## src/rtl/dmem_rr_arbiter_pkg.sv

```systemverilog
// Shared definitions for the data-memory arbiter family: FSM state encoding
// and the width derivations used by the arbiter and its picker.
package dmem_rr_arbiter_pkg;

   typedef enum logic [1:0] {
      ARB_IDLE = 2'd0,
      ARB_BUSY = 2'd1,
      ARB_RESP = 2'd2
   } arb_state_e;

   // Byte-enable width for a given data width.
   function automatic int be_width(input int data_width);
      return data_width / 8;
   endfunction

   // Width of a master index; never below one bit.
   function automatic int idx_width(input int num_masters);
      return (num_masters > 1) ? $clog2(num_masters) : 1;
   endfunction

   // Width of the memory wait counter; a 1-bit stub when the timeout is disabled.
   function automatic int cnt_width(input int timeout);
      return (timeout > 0) ? $clog2(timeout + 1) : 1;
   endfunction

endpackage

```

## src/rtl/rr_priority_picker.sv

```systemverilog
// Combinational one-hot request picker. In round-robin mode the search starts
// just after the previous winner and wraps; in fixed mode index 0 is highest.
module rr_priority_picker
   import dmem_rr_arbiter_pkg::*;
#(
   parameter int NUM_MASTERS = 4,
   parameter int RR_MODE     = 1,
   parameter int IDX_W       = 2
) (
   input  logic [NUM_MASTERS-1:0] req,
   input  logic [IDX_W-1:0]       last_grant,
   output logic [NUM_MASTERS-1:0] grant,
   output logic [IDX_W-1:0]       grant_idx
);

   int               cand;
   logic [IDX_W-1:0] cand_idx;
   logic             found;

   // Walk the candidates in priority order and keep the first requester.
   always_comb begin
      grant     = '0;
      grant_idx = '0;
      found     = 1'b0;
      cand      = 0;
      cand_idx  = '0;
      for (int off = 0; off < NUM_MASTERS; off++) begin
         if (RR_MODE != 0) begin
            cand = (int'(last_grant) + 1 + off) % NUM_MASTERS;
         end else begin
            cand = off;
         end
         cand_idx = IDX_W'(cand);
         if ((found == 1'b0) && (req[cand_idx] == 1'b1)) begin
            grant[cand_idx] = 1'b1;
            grant_idx       = cand_idx;
            found           = 1'b1;
         end else begin
            found = found;
         end
      end
   end

endmodule

```

## src/rtl/dmem_rr_arbiter.sv

```systemverilog
// N-master data-memory arbiter. One transaction at a time: IDLE picks a
// master and latches its request onto the memory port, BUSY waits for the
// memory (or the optional timeout), RESP returns a one-cycle Ready or Error.
module dmem_rr_arbiter
   import dmem_rr_arbiter_pkg::*;
#(
   parameter int NUM_MASTERS = 4,
   parameter int ADDR_WIDTH  = 30,
   parameter int DATA_WIDTH  = 32,
   parameter int RR_MODE     = 1,
   parameter int TIMEOUT     = 0
) (
   input  logic                                  clock,
   input  logic                                  reset,
   input  logic [NUM_MASTERS-1:0]                M_DataMem_Read,
   input  logic [NUM_MASTERS*(DATA_WIDTH/8)-1:0] M_DataMem_Write,
   input  logic [NUM_MASTERS*ADDR_WIDTH-1:0]     M_DataMem_Address,
   input  logic [NUM_MASTERS*DATA_WIDTH-1:0]     M_DataMem_Out,
   output logic [NUM_MASTERS*DATA_WIDTH-1:0]     M_DataMem_In,
   output logic [NUM_MASTERS-1:0]                M_DataMem_Ready,
   output logic [NUM_MASTERS-1:0]                M_DataMem_Error,
   output logic                                  Mem_DataMem_Read,
   output logic [DATA_WIDTH/8-1:0]               Mem_DataMem_Write,
   output logic [ADDR_WIDTH-1:0]                 Mem_DataMem_Address,
   output logic [DATA_WIDTH-1:0]                 Mem_DataMem_Out,
   input  logic [DATA_WIDTH-1:0]                 Mem_DataMem_In,
   input  logic                                  Mem_DataMem_Ready
);

   localparam int BE_WIDTH = be_width(DATA_WIDTH);
   localparam int IDX_W    = idx_width(NUM_MASTERS);
   localparam int CNT_W    = cnt_width(TIMEOUT);
   localparam logic [IDX_W-1:0] LAST_IDX = IDX_W'(NUM_MASTERS - 1);

   // Per-master views of the flat buses.
   logic [NUM_MASTERS-1:0] req;
   logic [BE_WIDTH-1:0]    wr_arr   [NUM_MASTERS];
   logic [ADDR_WIDTH-1:0]  addr_arr [NUM_MASTERS];
   logic [DATA_WIDTH-1:0]  out_arr  [NUM_MASTERS];

   // State and registered outputs.
   arb_state_e             state_r, state_nxt;
   logic [IDX_W-1:0]       grant_r, grant_nxt;
   logic [IDX_W-1:0]       last_grant_r, last_grant_nxt;
   logic [CNT_W-1:0]       wait_cnt_r, wait_cnt_nxt;
   logic                   mem_read_r, mem_read_nxt;
   logic [BE_WIDTH-1:0]    mem_write_r, mem_write_nxt;
   logic [ADDR_WIDTH-1:0]  mem_addr_r, mem_addr_nxt;
   logic [DATA_WIDTH-1:0]  mem_out_r, mem_out_nxt;
   logic [NUM_MASTERS-1:0] m_ready_r, m_ready_nxt;
   logic [NUM_MASTERS-1:0] m_error_r, m_error_nxt;
   logic [DATA_WIDTH-1:0]  in_r   [NUM_MASTERS];
   logic [DATA_WIDTH-1:0]  in_nxt [NUM_MASTERS];

   logic [NUM_MASTERS-1:0] pick_grant;
   logic [IDX_W-1:0]       pick_idx;
   logic                   pick_any;
   logic                   timeout_hit;

   for (genvar i = 0; i < NUM_MASTERS; i++) begin : g_slice
      assign wr_arr[i]   = M_DataMem_Write[i*BE_WIDTH +: BE_WIDTH];
      assign addr_arr[i] = M_DataMem_Address[i*ADDR_WIDTH +: ADDR_WIDTH];
      assign out_arr[i]  = M_DataMem_Out[i*DATA_WIDTH +: DATA_WIDTH];
      assign req[i]      = M_DataMem_Read[i] | (|wr_arr[i]);
      assign M_DataMem_In[i*DATA_WIDTH +: DATA_WIDTH] = in_r[i];
   end

   rr_priority_picker #(
      .NUM_MASTERS (NUM_MASTERS),
      .RR_MODE     (RR_MODE),
      .IDX_W       (IDX_W)
   ) u_picker (
      .req        (req),
      .last_grant (last_grant_r),
      .grant      (pick_grant),
      .grant_idx  (pick_idx)
   );

   assign pick_any = |pick_grant;

   assign Mem_DataMem_Read    = mem_read_r;
   assign Mem_DataMem_Write   = mem_write_r;
   assign Mem_DataMem_Address = mem_addr_r;
   assign Mem_DataMem_Out     = mem_out_r;
   assign M_DataMem_Ready     = m_ready_r;
   assign M_DataMem_Error     = m_error_r;

   // Timeout fires once the wait counter has reached the configured limit.
   always_comb begin
      if (TIMEOUT > 0) begin
         timeout_hit = (wait_cnt_r == CNT_W'(TIMEOUT));
      end else begin
         timeout_hit = 1'b0;
      end
   end

   // FSM state register.
   always_ff @(posedge clock) begin
      if (reset) begin
         state_r <= ARB_IDLE;
      end else begin
         state_r <= state_nxt;
      end
   end

   // FSM next-state logic; memory Ready has priority over the timeout.
   always_comb begin
      state_nxt = state_r;
      case (state_r)
         ARB_IDLE: begin
            if (pick_any) begin
               state_nxt = ARB_BUSY;
            end else begin
               state_nxt = ARB_IDLE;
            end
         end
         ARB_BUSY: begin
            if (Mem_DataMem_Ready || timeout_hit) begin
               state_nxt = ARB_RESP;
            end else begin
               state_nxt = ARB_BUSY;
            end
         end
         ARB_RESP: state_nxt = ARB_IDLE;
         default:  state_nxt = ARB_IDLE;
      endcase
   end

   // Output/datapath next values: request mux on grant, response demux on completion.
   always_comb begin
      grant_nxt      = grant_r;
      last_grant_nxt = last_grant_r;
      wait_cnt_nxt   = wait_cnt_r;
      mem_read_nxt   = mem_read_r;
      mem_write_nxt  = mem_write_r;
      mem_addr_nxt   = mem_addr_r;
      mem_out_nxt    = mem_out_r;
      m_ready_nxt    = '0;
      m_error_nxt    = '0;
      in_nxt         = in_r;
      case (state_r)
         ARB_IDLE: begin
            if (pick_any) begin
               grant_nxt      = pick_idx;
               last_grant_nxt = pick_idx;
               wait_cnt_nxt   = '0;
               // A write enable on the same master overrides its read.
               mem_read_nxt   = M_DataMem_Read[pick_idx] & ~(|wr_arr[pick_idx]);
               mem_write_nxt  = wr_arr[pick_idx];
               mem_addr_nxt   = addr_arr[pick_idx];
               mem_out_nxt    = out_arr[pick_idx];
            end else begin
               mem_read_nxt   = 1'b0;
               mem_write_nxt  = '0;
               mem_addr_nxt   = '0;
               mem_out_nxt    = '0;
            end
         end
         ARB_BUSY: begin
            if (Mem_DataMem_Ready) begin
               if (mem_read_r) begin
                  in_nxt[grant_r] = Mem_DataMem_In;
               end else begin
                  in_nxt[grant_r] = in_r[grant_r];
               end
               m_ready_nxt[grant_r] = 1'b1;
               mem_read_nxt  = 1'b0;
               mem_write_nxt = '0;
               mem_addr_nxt  = '0;
               mem_out_nxt   = '0;
            end else if (timeout_hit) begin
               m_error_nxt[grant_r] = 1'b1;
               mem_read_nxt  = 1'b0;
               mem_write_nxt = '0;
               mem_addr_nxt  = '0;
               mem_out_nxt   = '0;
            end else if (TIMEOUT > 0) begin
               wait_cnt_nxt = wait_cnt_r + CNT_W'(1);
            end else begin
               wait_cnt_nxt = wait_cnt_r;
            end
         end
         ARB_RESP: begin
            mem_read_nxt = 1'b0;
         end
         default: begin
            mem_read_nxt  = 1'b0;
            mem_write_nxt = '0;
            mem_addr_nxt  = '0;
            mem_out_nxt   = '0;
         end
      endcase
   end

   // Datapath and output registers; reset abandons any in-flight transaction.
   always_ff @(posedge clock) begin
      if (reset) begin
         grant_r      <= '0;
         last_grant_r <= LAST_IDX;
         wait_cnt_r   <= '0;
         mem_read_r   <= 1'b0;
         mem_write_r  <= '0;
         mem_addr_r   <= '0;
         mem_out_r    <= '0;
         m_ready_r    <= '0;
         m_error_r    <= '0;
         for (int i = 0; i < NUM_MASTERS; i++) begin
            in_r[i] <= '0;
         end
      end else begin
         grant_r      <= grant_nxt;
         last_grant_r <= last_grant_nxt;
         wait_cnt_r   <= wait_cnt_nxt;
         mem_read_r   <= mem_read_nxt;
         mem_write_r  <= mem_write_nxt;
         mem_addr_r   <= mem_addr_nxt;
         mem_out_r    <= mem_out_nxt;
         m_ready_r    <= m_ready_nxt;
         m_error_r    <= m_error_nxt;
         for (int i = 0; i < NUM_MASTERS; i++) begin
            in_r[i] <= in_nxt[i];
         end
      end
   end

endmodule

```

## config.mk

```make
export PLATFORM = sky130hd
export DESIGN_NAME = dmem_rr_arbiter
export DESIGN_NICKNAME = d
export VERILOG_FILES = /design/src/rtl/dmem_rr_arbiter_pkg.sv /design/src/rtl/rr_priority_picker.sv /design/src/rtl/dmem_rr_arbiter.sv
export SDC_FILE = /design/constraint.sdc
export NUM_CORES = 1
export LEC_CHECK = 0
export CAP_MARGIN = 20
export CORE_AREA = 2 2 197 199
export DETAILED_ROUTE_END_ITERATION = 16
export DIE_AREA = 0 0 199 201
export DONT_BUFFER_PORTS = 1
export PLACE_DENSITY = 0.49
export REMOVE_ABC_BUFFERS = 1
export SLEW_MARGIN = 20
export SYNTH_ARGS = -nofsm -noshare
export SYNTH_HDL_FRONTEND = slang
export SYNTH_HIERARCHICAL = 1
export SYNTH_SLANG_ARGS = --single-unit
```

## constraint.sdc

```tcl
create_clock -name clock -period 4.7 [get_ports clock]
set_input_delay 0.47 -clock clock [delete_from_list [all_inputs] [get_ports clock]]
set_output_delay 0.47 -clock clock [all_outputs]
set_load 0.05 [all_outputs]
```

==> flow_metrics.tcl <==
set metrics [dict create \
    finalNonFillerCells 1659 \
    drc 0 \
    holdPathStages 2 \
    place_hpwl_um 28400 \
    cap_violations 0 \
    finalClockSkew_ns 0.00783 \
    slowest_stage "mux4_2" \
    post_drt_wl_per_cell_um 26.2 \
    maxSlewViolCount 0 \
    wl_met3_um 4220 \
    worst_ep_required_time_ns 5.15 \
    cpPeakStageDelay_ns 0.69 \
    ys_seq_elements 205 \
    synthMuxAreaShare 0.207 \
    r2r-start "last_grant_r[1]$_SDFFE_PP1P_" \
    cts_buffer_depth 3 \
    finalSetupTns_ns 0 \
    synth_compound_area_frac 0.289 \
    cts_root_buffer "clkbuf_16" \
    via_count 10100 \
    worstPathCellList "inv_1, ha_1, mux4_2, or3_4, a31oi_4, mux4_2, or4b_1, o41ai_2" \
    path_buf_inv 1 \
    yosysMostFrequentCell "dfxtp_1" \
    firstDrtPassIters 7 \
    synth_area_leader_cell "dfxtp_1" \
    ys.flop_type "dfxtp_1" \
    crit_arrival_ns 4.40 \
    synth_top_area_share 0.361 \
    clk_pin_slew_ns 0.06 \
    grt_pass1_wl_um 63300 \
    numCtsBuffers 26 \
    gp_congestion 0.954 \
    die_area_um2 40000 \
    rsz0062_at_grt "no" \
    fin_crit_ns 3.95 \
    area_growth_pct 10.5 \
    grt_remaining_overflow 0 \
    met2_length_um 22100 \
    cts_tree "yes" \
    p_leak_nw 3.80 \
    numPlacedInstances 1601 \
    fill_cells 3965 \
    hold_class "in2reg" \
    status "completed" \
    rr_worst_depth 8 \
    worstSetupEndpointType "flop" \
    fin_crit_sh 0.841 \
    hp-start "Mem_DataMem_Ready" \
    ant_nets 0 \
    synth_xor_area_frac 0 \
    grt_usage 0.205 \
    syn_area_um2 11400 \
    synthTopCellsByArea "dfxtp_1 (36%), mux4_2 (13%), o2111ai_1 (9.9%)" \
    crit_family "multiplexers" \
    relSlewSlack 0.310 \
    synth_edf_count 0 \
    cts_setup_buffers 0 \
    clock_latency_ns 0.55 \
    grt_pass1_vias 9753 \
    ys_types 49 \
    reg2reg_slack_ns 0.75 \
    power_mw 8.38 \
    critPathMostFrequentCell "mux4_2" \
    die_h_um 201 \
    vias_per_cell 6.07 \
    cts.sinks 205 \
    yosys.area_share.simple 0.0749 \
    wl_um 43400 \
    die_x_um 199 \
    critPathLaunch "last_grant_r[1]$_SDFFE_PP1P_" \
    path_max_fanout 16 \
    drtIter0Drc 664 \
    ir_drop_uv 510 \
    row_count 72 \
    finalSetupViolCount 0 \
    met1Wirelength_um 16000 \
    portBuffers 0 \
    setup_ws_ns 0.748 \
    multiInputGateArea_um2 6640 \
    cts_max_level 1 \
    async_flop_share 0 \
    timing.rr.end "Mem_DataMem_Read$_SDFFE_PP0P_" \
    worstSetupPathType "reg2reg" \
    synth_cells 1216 \
    layout-drive-gt1-share 0.191 \
    cts_resized 0 \
    powerDensity_nw_per_um2 668 \
    start_kind "flop" \
    hold_path_end "state_r[1]$_SDFF_PP0_" \
    ff_latch_area_um2 4120 \
    synth_fa_ha_area_frac 0.00661 \
    pre_cts_slack_ns 0.814 \
    antenna_found_initial 14 \
    pin_count 506 \
    fin_nets 1423 \
    hold_buffers 2 \
    yosysWarnings 6 \
    top_layer_used "met5" \
    worstMarginPinSlew_ns 1.03 \
    fmax_mhz 253 \
    initial_core_util 0.298 \
    synth_top_family_by_area "compound AO/OA/AOI/OAI gates" \
    core-area_um2 38100 \
    hold_viol_final 0 \
    synthTopCellsByCount "dfxtp_1 (205), a21oi_1 (199), o21ai_0 (172)" \
    grt_max_degree 109 \
    yosysSeqAreaShare 0.361 \
    syn_avg_cell_area_um2 9.34 \
]
[how the worst max path moves through the flow]
stage / slack (ns) / cells past startpoint / endpoint
2_1_floorplan: -2.23 / 8 / Mem_DataMem_Read$_SDFFE_PP0P_
3_3_place_gp: 0.90 / 8 / Mem_DataMem_Read$_SDFFE_PP0P_
3_5_place_dp: 0.81 / 8 / Mem_DataMem_Read$_SDFFE_PP0P_
4_1_cts: 0.79 / 8 / Mem_DataMem_Read$_SDFFE_PP0P_
5_1_grt: 0.65 / 8 / Mem_DataMem_Read$_SDFFE_PP0P_
6_report: 0.75 / 8 / Mem_DataMem_Read$_SDFFE_PP0P_
[cell families (layout without fill, tap and decap cells)]
group | Yosys count | in the layout
DFF | 205 | 205
muxes | 140 | 140
other | 1 | 13
buffers and inverters | 166 | 79
adders and majority gates | 6 | 6
AOI/OAI and AO/OA | 545 | 545
and+or+nand+nor | 153 | 153
[power by group]
group | total (mW) | switching [mW] | internal (mW)
sequential | 3.43 | 1.38 | 2.05
combinational | 2.97 | 1.70 | 1.27
clock | 1.98 | 0.799 | 1.18
total | 8.38 | 3.88 | 4.50
[per-layer routing]
metal  GRT usage  vias to the layer above
met4      0.0472                       12
met3      0.0711                       68
li1            -                     4564
met1       0.235                     4977
met5           0                        -
met2       0.363                      452
[registers in the layout, summed over array words and instances, names as in the netlist]
name and count:
M_DataMem_In 128, Mem_DataMem_Out 32, Mem_DataMem_Address 30, M_DataMem_Ready 4, Mem_DataMem_Write 4, grant_r 2, last_grant_r 2, state_r 2
Mem_DataMem_Read 1
[through the flow]
step,utilization,hold WS [ns],area (µm²)
after detailed placement,0.305,0.561,11600
final,0.329,0.0381,12600
after global placement,0.305,0.544,11600
after global routing,0.329,0.00719,12500
after CTS,0.329,0.00108,12500
after floorplan,-,0.502,10700
[layout by cell type (no fill, tap or decap), drive strengths merged, types with 2 or more instances in the layout]
cell	n
dfxtp	205
o21ai	201
a21oi	199
o2111ai	129
nand3	70
mux4	68
mux2	68
clkbuf	40
nand2b	35
buf	23
diode	9
nor3	9
nand2	9
nor2	9
inv	8
ha	6
clkinv	5
conb	4
mux2i	4
nand3b	3
nor4b	3
a221o	3
or2	3
or3	3
o31ai	2
a22oi	2
o32ai	2
[final cells by class]
class,count,area share
timing repair buffer,24,0.0201
inverter,9,0.00279
multi-input combinational,848,0.529
clock inverter,6,0.00548
clock buffer,40,0.0616
tap,518,0.0516
antenna,9,0.00179
sequential,205,0.328
No activity file was read; power rests on OpenSTA's default activity.
